===== src/rtl/match_pkg.sv =====
// rtl/match_pkg.sv - shared Match-path types and widths for the window energy accumulator
package match_pkg;

  localparam int PIX_W_DEF   = 8;
  localparam int WIN_LEN_DEF = 64;

  typedef enum logic [1:0] {
    ACC   = 2'd0,
    FLUSH = 2'd1,
    HOLD  = 2'd2
  } acc_state_e;

  // Radical width: a full window of max-valued squares must fit without wrap.
  function automatic int acc_width(input int pix_w, input int win_len);
    return 2 * pix_w + $clog2(win_len);
  endfunction

endpackage


===== src/rtl/win_energy_acc_if.sv =====
// rtl/win_energy_acc_if.sv - pixel-in / radical-out stream bundle; DIFF_MODE_EN adds in_ref_pix
interface win_energy_acc_if
  import match_pkg::*;
#(
  parameter int PIX_W   = PIX_W_DEF,
  parameter int WIN_LEN = WIN_LEN_DEF
);
  localparam int ACC_W = acc_width(PIX_W, WIN_LEN);
  localparam int CNT_W = $clog2(WIN_LEN + 1);

  logic             in_valid;
  logic             in_ready;
  logic [PIX_W-1:0] in_pix;
  logic             in_last;
`ifdef DIFF_MODE_EN
  logic [PIX_W-1:0] in_ref_pix;
`endif
  logic             out_valid;
  logic             out_ready;
  logic [ACC_W-1:0] out_radical;
  logic [CNT_W-1:0] out_count;

`ifdef DIFF_MODE_EN
  modport master (output in_valid, in_pix, in_last, in_ref_pix, out_ready,
                  input  in_ready, out_valid, out_radical, out_count);
  modport slave  (input  in_valid, in_pix, in_last, in_ref_pix, out_ready,
                  output in_ready, out_valid, out_radical, out_count);
`else
  modport master (output in_valid, in_pix, in_last, out_ready,
                  input  in_ready, out_valid, out_radical, out_count);
  modport slave  (input  in_valid, in_pix, in_last, out_ready,
                  output in_ready, out_valid, out_radical, out_count);
`endif

endinterface


===== src/rtl/win_energy_sq.sv =====
// rtl/win_energy_sq.sv - stage-1 squarer register with valid; DIFF_MODE_EN squares |pix - ref|
module win_energy_sq #(
  parameter int PIX_W = 8
) (
  input  logic               clk_i,
  input  logic               rst_i,
  input  logic               fire_i,
  input  logic [PIX_W-1:0]   pix_i,
`ifdef DIFF_MODE_EN
  input  logic [PIX_W-1:0]   ref_i,
`endif
  output logic [2*PIX_W-1:0] sq_o,
  output logic               sq_vld_o
);

  logic [PIX_W-1:0]   term;
  logic [2*PIX_W-1:0] term_ext;
  logic [2*PIX_W-1:0] sq_d, sq_q;
  logic               sq_vld_d, sq_vld_q;

  always_comb begin
`ifdef DIFF_MODE_EN
    term = (pix_i >= ref_i) ? (pix_i - ref_i) : (ref_i - pix_i);
`else
    term = pix_i;
`endif
    term_ext = {{PIX_W{1'b0}}, term};
    sq_d     = fire_i ? (term_ext * term_ext) : sq_q;
    sq_vld_d = fire_i;
  end

  always_ff @(posedge clk_i or posedge rst_i) begin
    if (rst_i) begin
      sq_q     <= '0;
      sq_vld_q <= 1'b0;
    end else begin
      sq_q     <= sq_d;
      sq_vld_q <= sq_vld_d;
    end
  end

  assign sq_o     = sq_q;
  assign sq_vld_o = sq_vld_q;

endmodule


===== src/rtl/win_energy_acc.sv =====
// rtl/win_energy_acc.sv - windowed sum-of-squares radical for the Match-path sqrt; DIFF_MODE_EN gives SSD
module win_energy_acc
  import match_pkg::*;
#(
  parameter int PIX_W   = PIX_W_DEF,
  parameter int WIN_LEN = WIN_LEN_DEF
) (
  input logic             clk_i,
  input logic             rst_i,
  win_energy_acc_if.slave bus
);
  localparam int ACC_W = acc_width(PIX_W, WIN_LEN);
  localparam int CNT_W = $clog2(WIN_LEN + 1);

  acc_state_e         state_d, state_q;
  logic [ACC_W-1:0]   acc_d, acc_q, acc_sum;
  logic [CNT_W-1:0]   cnt_d, cnt_q, cnt_inc;
  logic               in_ready_d, in_ready_q;
  logic               out_valid_d, out_valid_q;
  logic [ACC_W-1:0]   radical_d, radical_q;
  logic [CNT_W-1:0]   count_d, count_q;
  logic               fire, closing;
  logic [2*PIX_W-1:0] sq;
  logic               sq_vld;

  win_energy_sq #(.PIX_W(PIX_W)) u_sq (
    .clk_i    (clk_i),
    .rst_i    (rst_i),
    .fire_i   (fire),
    .pix_i    (bus.in_pix),
`ifdef DIFF_MODE_EN
    .ref_i    (bus.in_ref_pix),
`endif
    .sq_o     (sq),
    .sq_vld_o (sq_vld)
  );

  always_comb begin
    fire    = bus.in_valid && in_ready_q;
    cnt_inc = cnt_q + CNT_W'(1);
    closing = fire && (bus.in_last || (cnt_inc == CNT_W'(WIN_LEN)));
    acc_sum = acc_q + (sq_vld ? ACC_W'(sq) : '0);

    state_d     = state_q;
    acc_d       = acc_sum;
    cnt_d       = cnt_q;
    in_ready_d  = in_ready_q;
    out_valid_d = out_valid_q;
    radical_d   = radical_q;
    count_d     = count_q;

    case (state_q)
      ACC: begin
        if (fire) cnt_d = cnt_inc;
        if (closing) begin
          state_d    = FLUSH;
          in_ready_d = 1'b0;
        end
      end
      // The closing beat's square lands in acc_sum this cycle.
      FLUSH: begin
        state_d     = HOLD;
        out_valid_d = 1'b1;
        radical_d   = acc_sum;
        count_d     = cnt_q;
      end
      HOLD: begin
        if (bus.out_ready) begin
          state_d     = ACC;
          out_valid_d = 1'b0;
          acc_d       = '0;
          cnt_d       = '0;
          in_ready_d  = 1'b1;
        end
      end
      default: begin
        state_d    = ACC;
        in_ready_d = 1'b1;
      end
    endcase
  end

  always_ff @(posedge clk_i or posedge rst_i) begin
    if (rst_i) begin
      state_q     <= ACC;
      acc_q       <= '0;
      cnt_q       <= '0;
      in_ready_q  <= 1'b1;
      out_valid_q <= 1'b0;
      radical_q   <= '0;
      count_q     <= '0;
    end else begin
      state_q     <= state_d;
      acc_q       <= acc_d;
      cnt_q       <= cnt_d;
      in_ready_q  <= in_ready_d;
      out_valid_q <= out_valid_d;
      radical_q   <= radical_d;
      count_q     <= count_d;
    end
  end

  assign bus.in_ready    = in_ready_q;
  assign bus.out_valid   = out_valid_q;
  assign bus.out_radical = radical_q;
  assign bus.out_count   = count_q;

endmodule


===== src/flat_wrapper.sv =====
// flat-port wrapper written by rule: the top's interface ports become plain ports
module win_energy_acc_flat import match_pkg::*;
#(
  parameter int PIX_W   = PIX_W_DEF,
  parameter int WIN_LEN = WIN_LEN_DEF
)
  (clk_i, rst_i, bus_in_valid, bus_in_pix, bus_in_last, bus_out_ready, bus_in_ready, bus_out_valid, bus_out_radical, bus_out_count);
  win_energy_acc_if #(.PIX_W(PIX_W), .WIN_LEN(WIN_LEN)) bus_i ();
  input logic clk_i;
  input logic rst_i;
  input wire logic [$bits(bus_i.in_valid)-1:0] bus_in_valid;
  input wire logic [$bits(bus_i.in_pix)-1:0] bus_in_pix;
  input wire logic [$bits(bus_i.in_last)-1:0] bus_in_last;
  input wire logic [$bits(bus_i.out_ready)-1:0] bus_out_ready;
  output wire logic [$bits(bus_i.in_ready)-1:0] bus_in_ready;
  output wire logic [$bits(bus_i.out_valid)-1:0] bus_out_valid;
  output wire logic [$bits(bus_i.out_radical)-1:0] bus_out_radical;
  output wire logic [$bits(bus_i.out_count)-1:0] bus_out_count;
  assign bus_i.in_valid = bus_in_valid;
  assign bus_i.in_pix = bus_in_pix;
  assign bus_i.in_last = bus_in_last;
  assign bus_i.out_ready = bus_out_ready;
  assign bus_in_ready = bus_i.in_ready;
  assign bus_out_valid = bus_i.out_valid;
  assign bus_out_radical = bus_i.out_radical;
  assign bus_out_count = bus_i.out_count;
  win_energy_acc #(.PIX_W(PIX_W), .WIN_LEN(WIN_LEN)) u_core (.clk_i(clk_i), .rst_i(rst_i), .bus(bus_i));
endmodule

===== config.mk =====
export PLATFORM = sky130hd
export DESIGN_NAME = win_energy_acc_flat
export DESIGN_NICKNAME = d
export VERILOG_FILES = /design/src/rtl/match_pkg.sv /design/src/rtl/win_energy_acc_if.sv /design/src/rtl/win_energy_sq.sv /design/src/rtl/win_energy_acc.sv /design/src/flat_wrapper.sv
export SDC_FILE = /design/constraint.sdc
export NUM_CORES = 1
export LEC_CHECK = 0
export BUFFER_PORTS_ARGS = -buffer_cell sky130_fd_sc_hd__buf_4
export CELL_PAD_IN_SITES_DETAIL_PLACEMENT = 0
export CELL_PAD_IN_SITES_GLOBAL_PLACEMENT = 1
export CORE_ASPECT_RATIO = 1.4
export CORE_MARGIN = 1
export CORE_UTILIZATION = 40
export CTS_CLUSTER_SIZE = 16
export DETAILED_ROUTE_END_ITERATION = 8
export GPL_TIMING_DRIVEN = 0
export PLACE_DENSITY_LB_ADDON = 0.08
export SYNTH_ARGS = -nofsm -noshare
export SYNTH_HDL_FRONTEND = slang
export SYNTH_SLANG_ARGS = --single-unit
export TNS_END_PERCENT = 100

===== constraint.sdc =====
create_clock -name clk_i -period 3.4 [get_ports clk_i]
set_input_delay 0.51 -clock clk_i [delete_from_list [all_inputs] [get_ports clk_i]]
set_output_delay 0.51 -clock clk_i [all_outputs]
set_load 0.02 [all_outputs]

==> qor_table.md, run 1 <==
| Metric | This run | Unit |
|---|---|---|
| Result of the run | finished with violations | - |
| Violated checks | negative setup slack | - |
| Final number of setup-violating endpoints | 8 | - |
| Placed wire-length estimate | 8.979 | mm |
| Count of unresolved DRC violations after routing | 0 | - |
| Number of synthesized flops with an enable pin | 0 | - |
| H-tree depth reported by CTS | 3 | - |
| Type of the worst min-delay path | primary input to async pin | - |
| CP Capture Type | register | - |
| Die H | 139.2 | um |
| Starting density of the core | 0.4137 | - |
| WP data required | 3610 | ps |
| Primary FF master, synth | sky130_fd_sc_hd__dfrtp_1 | - |
| Clock latency of the later-clocked register in the worst-skew pair | 340 | ps |
| Biggest area contributors in the synthesized netlist | sky130_fd_sc_hd__dfrtp_1, sky130_fd_sc_hd__ha_1, sky130_fd_sc_hd__fa_1, sky130_fd_sc_hd__o21ai_0, sky130_fd_sc_hd__nand2_1 | - |
| Wire length of the first global-routing pass | 20.03 | mm |
| Floorplan die width | 99.99 | um |
| P per Cell Area | 782.3 | nW/um^2 |
| Sort of element at the start of the critical path | primary input | - |
| Sink Count | 78 | - |
| Peak ir drop on the vdd network | 0.2946 | mV |
| Slowest library cell on the worst path | sky130_fd_sc_hd__fa_1 | - |
| Most used cells in the layout excluding fill and tap cells | sky130_fd_sc_hd__dfrtp_1, sky130_fd_sc_hd__nand2_1, sky130_fd_sc_hd__buf_4 | - |
| Share of flip-flops with an asynchronous set or reset | 1.000 | - |
| Worst Clk Skew | 9.018 | ps |
| Placed cell count | 790 | - |
| Largest stage delay on the critical path | 540 | ps |
| Seq. cell area | 1953 | um^2 |
| Number of buffers created by CTS | 9 | - |
| Ratio of routed vias to standard cells | 4.950 | - |
| Min cycle time layout | 3661 | ps |
| Syn_area_per_cell | 9.449 | um^2 |
| Total number of placement rows | 49 | - |
| Fin crit share | 1.077 | - |
| Post-place setup slack | -884.7 | ps |
| Nets in the synthesized netlist | 653 | - |
| Port Buffer Count | 42 | - |
| Area of combinational cells with multiple inputs | 3407 | um^2 |
| Hold buffers post-CTS | 0 | - |
| Most common cell after layout, fill and taps aside | sky130_fd_sc_hd__dfrtp_1 | - |
| Unrepaired setup endpoints after global routing | yes | - |
| Post-synthesis cell type with the largest combined area | sky130_fd_sc_hd__dfrtp_1 | - |
| Drt first pass iters | 4 | - |
| Most prevalent standard cell on the critical path | sky130_fd_sc_hd__fa_1 | - |
| Top-area cell type share of the netlist area | 0.3584 | - |
| Area added between synthesis and finish | 24.53 | % |
| Clock tree from TritonCTS | yes | - |
| Overall Global Routing Usage | 0.1812 | - |
| Power consumption | 5238 | uW |
| Final cell count without fillers | 820 | - |
| Post-route setup TNS | -1711 | ps |
| Synthesis-stage register bit count | 78 | - |
| Arrival time worst endpoint | 3870 | ps |
| Leakage power figure | 0.003243 | uW |
| Layout cell share with drive strength beyond 1 | 0.2212 | - |
| Worst-path maximum fanout | 5 | - |
| Worst-case setup margin in the final layout | -260.9 | ps |
| Clock root cell | sky130_fd_sc_hd__clkbuf_16 | - |
| Die Footprint | 13920 | um^2 |
| Post-synthesis cell count | 569 | - |
| Routed wire length | 11.39 | mm |
| Cell-by-cell trace of the critical path | buf_12, buf_8, nand2_4, fa_1, inv_2, fa_1, fa_1, inv_1, fa_1, inv_2, ha_4, nor3_4, o21ai_2, nand2_1, nor2_2, a211oi_2, xnor2_1, o21ai_1 | - |
| Kind of critical path | primary input to register | - |
| Cell Area, Synth | 5376 | um^2 |
| Number of nets with antenna violations after routing | 0 | - |
| Via count of the routed design | 4059 | - |
| Gp weighted congestion | 0.8198 | - |
| Finished layout cell area | 6695 | um^2 |
| Reg clk slew, reported paths | 50 | ps |
| Max Fclk | 273.2 | MHz |
| Sequential-to-total area share from yosys stat | 0.3633 | - |
| Actual slew at the worst max-slew pin | 701.2 | ps |
| NumNets Final | 721 | - |
| Routed wire length per instance | 13.89 | um |
| Endpoints failing hold | 0 | - |
| Max Cap Viol | 0 | - |
| Number of warnings printed during yosys synthesis | 0 | - |
| Pin count of the biggest net entering global routing | 54 | - |
| Fillers | 1248 | - |
| Placed cell areas | 6073 | um^2 |
| Core box area | 13000 | um^2 |
| IO Pins | 44 | - |
| Number of antenna diodes | 0 | - |
| Number of distinct library cells after synthesis | 46 | - |
| Maximum count of clock buffers along a single path | 2 | - |
| Antenna violations before repair | 0 | - |
| Iteration-0 DRC Markers | 137 | - |
| Fin. max-slew vios | 0 | - |
| Worst-case headroom to the max-slew limit | 0.5204 | - |
| Global route total overflow | 0 | - |
| Vias in the first global route | 4224 | - |
==> worst paths after layout <==
| kind | start | endpoint | slack (ps) | cells after the start |
|---|---|---|---|---|
| setup reg to reg | u_core.u_sq.sq_vld_o | u_core.bus.out_radical[20] | 470 | 10 |
| hold reg to reg | u_core.u_sq.sq_o[9] | u_core.u_sq.sq_o[9] | 470 | 2 |
| setup / recovery | bus_in_pix[3] | u_core.u_sq.sq_o[15] | -260 | 18 |
| max in group asynchronous | rst_i | u_core.bus.in_ready | 2610 | 3 |
| min in group clk_i | u_core.u_sq.sq_o[9] | u_core.u_sq.sq_o[9] | 470 | 2 |
| hold / removal | rst_i | u_core.acc_q[16] | 160 | 2 |
==> cell families (layout without fill, tap and decap cells) <==
logic type / count (synthesis) / after routing / share of synthesized area
and+or+nand+nor: 179 / 179 / 0.1573
AOI/OAI and AO/OA: 118 / 118 / 0.1326
DFF: 78 / 78 / 0.3633
adders and majority gates: 71 / 71 / 0.1973
buffers and inverters: 70 / 143 / 0.05539
xor gates and xnor gates: 38 / 38 / 0.06330
muxes: 15 / 15 / 0.03072
==> area by class of cell <==
cell class,instances,share of cell area
plain buffers,18,0.02168
clock buffers,14,0.03644
clock inverters,2,0.005233
inverters,52,0.02990
multi-input cells,421,0.5089
flip-flops and latches,78,0.2917
well taps,178,0.03326
repair buffers,57,0.07288
==> flip-flops by register name, indices dropped and copies added (netlist names) <==
register,flops
u_core.bus.out_radical,22
u_core.state_q,2
u_core.acc_q,22
u_core.bus.in_ready,1
u_core.bus.out_valid,1
u_core.u_sq.sq_o,15
u_core.u_sq.sq_vld_o,1
u_core.cnt_q,7
u_core.bus.out_count,7
==> report_power, final <==
| group | internal (uW) | total (uW) | switching, uW |
|---|---|---|---|
| clock network | 568 | 916 | 348 |
| registers | 1320 | 1530 | 214 |
| logic | 1250 | 2790 | 1540 |
==> critical path: cells and delay by family <==
family,cells,cell delay (ps)
AOI/OAI and AO/OA,3,360
buffers and inverters,5,340
adders and majority gates,5,2170
xor gates and xnor gates,1,140
and+or+nand+nor,4,360
==> stage by stage <==
stage               hold WS [ps]    util
global route               181.2  0.5151
CTS                        157.4  0.5027
finish                     158.6  0.5151
detailed placement         463.6  0.4673
floorplan                  441.8       -
global placement           455.1  0.4650
==> synthesized netlist by cell type, types with 12 or more instances <==
cell type                  number
sky130_fd_sc_hd__inv_1         52
sky130_fd_sc_hd__xor2_1        14
sky130_fd_sc_hd__xnor2_1       23
sky130_fd_sc_hd__mux2_2        12
sky130_fd_sc_hd__clkbuf_1      12
sky130_fd_sc_hd__ha_1          48
sky130_fd_sc_hd__fa_1          23
sky130_fd_sc_hd__o21ai_0       56
sky130_fd_sc_hd__and2_1        33
sky130_fd_sc_hd__a21oi_1       21
sky130_fd_sc_hd__nand2_1       63
sky130_fd_sc_hd__dfrtp_1       77
sky130_fd_sc_hd__nor2_1        44
==> what timing repair did <==
action,4_1_cts,5_1_grt
resized for setup,28,25
buffers inserted,6,8
endpoints found under the setup margin,8,9
pin swaps,18,26
==> per-layer routing <==
metal / up-vias / track usage / wire [um]
li1: 2049 / - / -
met1: 1934 / 0.2057 / 4707
met2: 62 / 0.3423 / 6223
met3: 14 / 0.02067 / 256
met4: 0 / 0.06560 / 205
met5: - / 0 / 0
Power figures use the tool's default switching activity.
==> inputs of run 2 (changes only) <==
==> constraint.sdc (replaced) <==
create_clock -name clk_i -period 3.8 [get_ports clk_i]
set_input_delay 0.57 -clock clk_i [delete_from_list [all_inputs] [get_ports clk_i]]
set_output_delay 0.57 -clock clk_i [all_outputs]
set_load 0.02 [all_outputs]
==> qor_table.md, run 2 (synthesis results as in run 1) <==
| Metric | This run | Unit |
|---|---|---|
| Result of the run | completed | - |
| Iteration-0 DRC Markers | 89 | - |
| Internal power consumption | 2694 | uW |
| Actual slew at the worst max-slew pin | 755.0 | ps |
| Most common cell after layout, fill and taps aside | sky130_fd_sc_hd__dfrtp_1 | - |
| Logic depth of the worst register-to-register path | 10 | - |
| Number of buffers created by CTS | 9 | - |
| Max Cap Viol | 0 | - |
| Clock root cell | sky130_fd_sc_hd__clkbuf_16 | - |
| Drt first pass iters | 4 | - |
| Maximum count of clock buffers along a single path | 2 | - |
| Wire length of the first global-routing pass | 19.86 | mm |
| Worst Clk Skew | 8.268 | ps |
| Antenna violations before repair | 0 | - |
| Reg clk slew, reported paths | 50 | ps |
| NumNets Final | 717 | - |
| IO Pins | 44 | - |
| RR Endpoint | u_core.bus.out_radical[20] | - |
| H-tree depth reported by CTS | 3 | - |
| Buffers and inverters on the worst path | 4 | - |
| Sink Count | 78 | - |
| Fin. max-slew vios | 0 | - |
| WP data required | 4000 | ps |
| Pin count of the biggest net entering global routing | 46 | - |
| Core box area | 13000 | um^2 |
| Reg2reg setup slack | 830 | ps |
| Power share of the sequential group | 0.300 | - |
| Number of antenna diodes | 0 | - |
| Type of the worst min-delay path | primary input to async pin | - |
| Net Switching | 1860 | uW |
| Hold buffers post-CTS | 0 | - |
| Via count of the routed design | 4049 | - |
| Cell family with the largest share of critical-path delay | adder cells | - |
| Max Fclk | 271.1 | MHz |
| Global route total overflow | 0 | - |
| Fin crit share | 0.9706 | - |
| Worst-path maximum fanout | 9 | - |
| Routed wire length per instance | 13.99 | um |
| Area added between synthesis and finish | 22.53 | % |
| Floorplan die width | 99.99 | um |
| Leakage power figure | 0.003191 | uW |
| P per Cell Area | 691.4 | nW/um^2 |
| Total number of placement rows | 49 | - |
| Worst-case headroom to the max-slew limit | 0.4837 | - |
| Count of unresolved DRC violations after routing | 0 | - |
| Cell-by-cell trace of the critical path | buf_6, nand2_2, fa_1, inv_2, fa_1, fa_1, inv_1, fa_1, inv_2, ha_4, nor3_4, o21ai_2, nand2_1, nor2_2, a211oi_2, xnor2_1, o21ai_1 | - |
| Most used cells in the layout excluding fill and tap cells | sky130_fd_sc_hd__dfrtp_1, sky130_fd_sc_hd__nand2_1, sky130_fd_sc_hd__o21ai_0 | - |
| Slowest library cell on the worst path | sky130_fd_sc_hd__fa_1 | - |
| Power consumption | 4555 | uW |
| Setup crit start | bus_in_pix[7] | - |
| Placed wire-length estimate | 9.099 | mm |
| Endpoints failing hold | 0 | - |
| Sort of element at the start of the critical path | primary input | - |
| Kind of critical path | primary input to register | - |
| Relative contribution of combinational cells to total power | 0.538 | - |
| Min cycle time layout | 3688 | ps |
| Gp weighted congestion | 0.8314 | - |
| Number of nets with antenna violations after routing | 0 | - |
| Clock latency of the later-clocked register in the worst-skew pair | 320 | ps |
| Most prevalent standard cell on the critical path | sky130_fd_sc_hd__fa_1 | - |
| Routed wire length | 11.41 | mm |
| Startpoint of the lowest-slack register-to-register path | u_core.u_sq.sq_vld_o | - |
| Clk pwr share | 0.162 | - |
| Peak ir drop on the vdd network | 0.2399 | mV |
| Overall Global Routing Usage | 0.1787 | - |
| Fraction of power spent switching nets | 0.4085 | - |
| CP Capture Type | register | - |
| Arrival time worst endpoint | 3890 | ps |
| Logic depth of the worst setup path including buffers | 17 | - |
| Layout cell share with drive strength beyond 1 | 0.2104 | - |
| Final number of setup-violating endpoints | 0 | - |
| Final cell utilization of the core | 0.5068 | - |
| Starting density of the core | 0.4137 | - |
| Port Buffer Count | 42 | - |
| Clock tree from TritonCTS | yes | - |
| Ratio of routed vias to standard cells | 4.968 | - |
| Die H | 139.2 | um |
| Vias in the first global route | 4193 | - |
| Unrepaired setup endpoints after global routing | yes | - |
| Largest stage delay on the critical path | 540 | ps |
| Die Footprint | 13920 | um^2 |
## run 2: routing by layer
metal	vias to the layer above	GRT usage	wire length (um)	share of wire
met5	-	0	0	0
li1	2033	-	-	-
met4	0	0.05111	135	0.012
met2	50	0.3405	6347	0.56
met1	1956	0.2048	4691	0.41
met3	10	0.02218	230	0.020
## run 2: through the flow
stage               std cells  setup TNS, ps  cell area (um^2)  hold WS [ps]  worst slack, ps
floorplan                 569         -212.5              5470         441.8           -69.84
global placement          789          -3235              6008         454.6           -484.1
detailed placement        790          -3407              6038         463.7           -510.3
CTS                       810         -67.72              6462         277.2           -34.42
global route              815         -315.8              6588         300.4           -112.6
finish                    815              0              6588         267.4            111.6
## run 2: worst max path at each step
stage / end
floorplan: u_core.u_sq.sq_o[15]
global placement: u_core.u_sq.sq_o[15]
detailed placement: u_core.u_sq.sq_o[14]
CTS: u_core.u_sq.sq_o[15]
global route: u_core.u_sq.sq_o[15]
finish: u_core.u_sq.sq_o[15]
## run 2: area by class of cell
cell class	instances	area, um^2
sequential	78	1953
inverter	52	197.7
clock buffer	13	240.2
fill	1247	6410
timing repair buffer	53	461.7
clock inverter	2	10.01
multi-input combinational	421	3367
tap	178	222.7
buffer	18	135.1
## run 2: timing repair
action / CTS / global route
endpoints found under the setup margin: 6 / 7
cloned: 0 / 0
pin swaps: 20 / 21
resized for setup: 29 / 23
buffers inserted: 5 / 5
endpoints found under the hold margin: 0 / 0
## run 2: power groups by stage
stage	clock network, uW	registers [uW]	logic, uW
CTS	765	1370	2390
global placement	0	1380	2220
detailed placement	0	1380	2260
finish	740	1370	2450
floorplan	0	1500	1510
global route	799	1410	2750
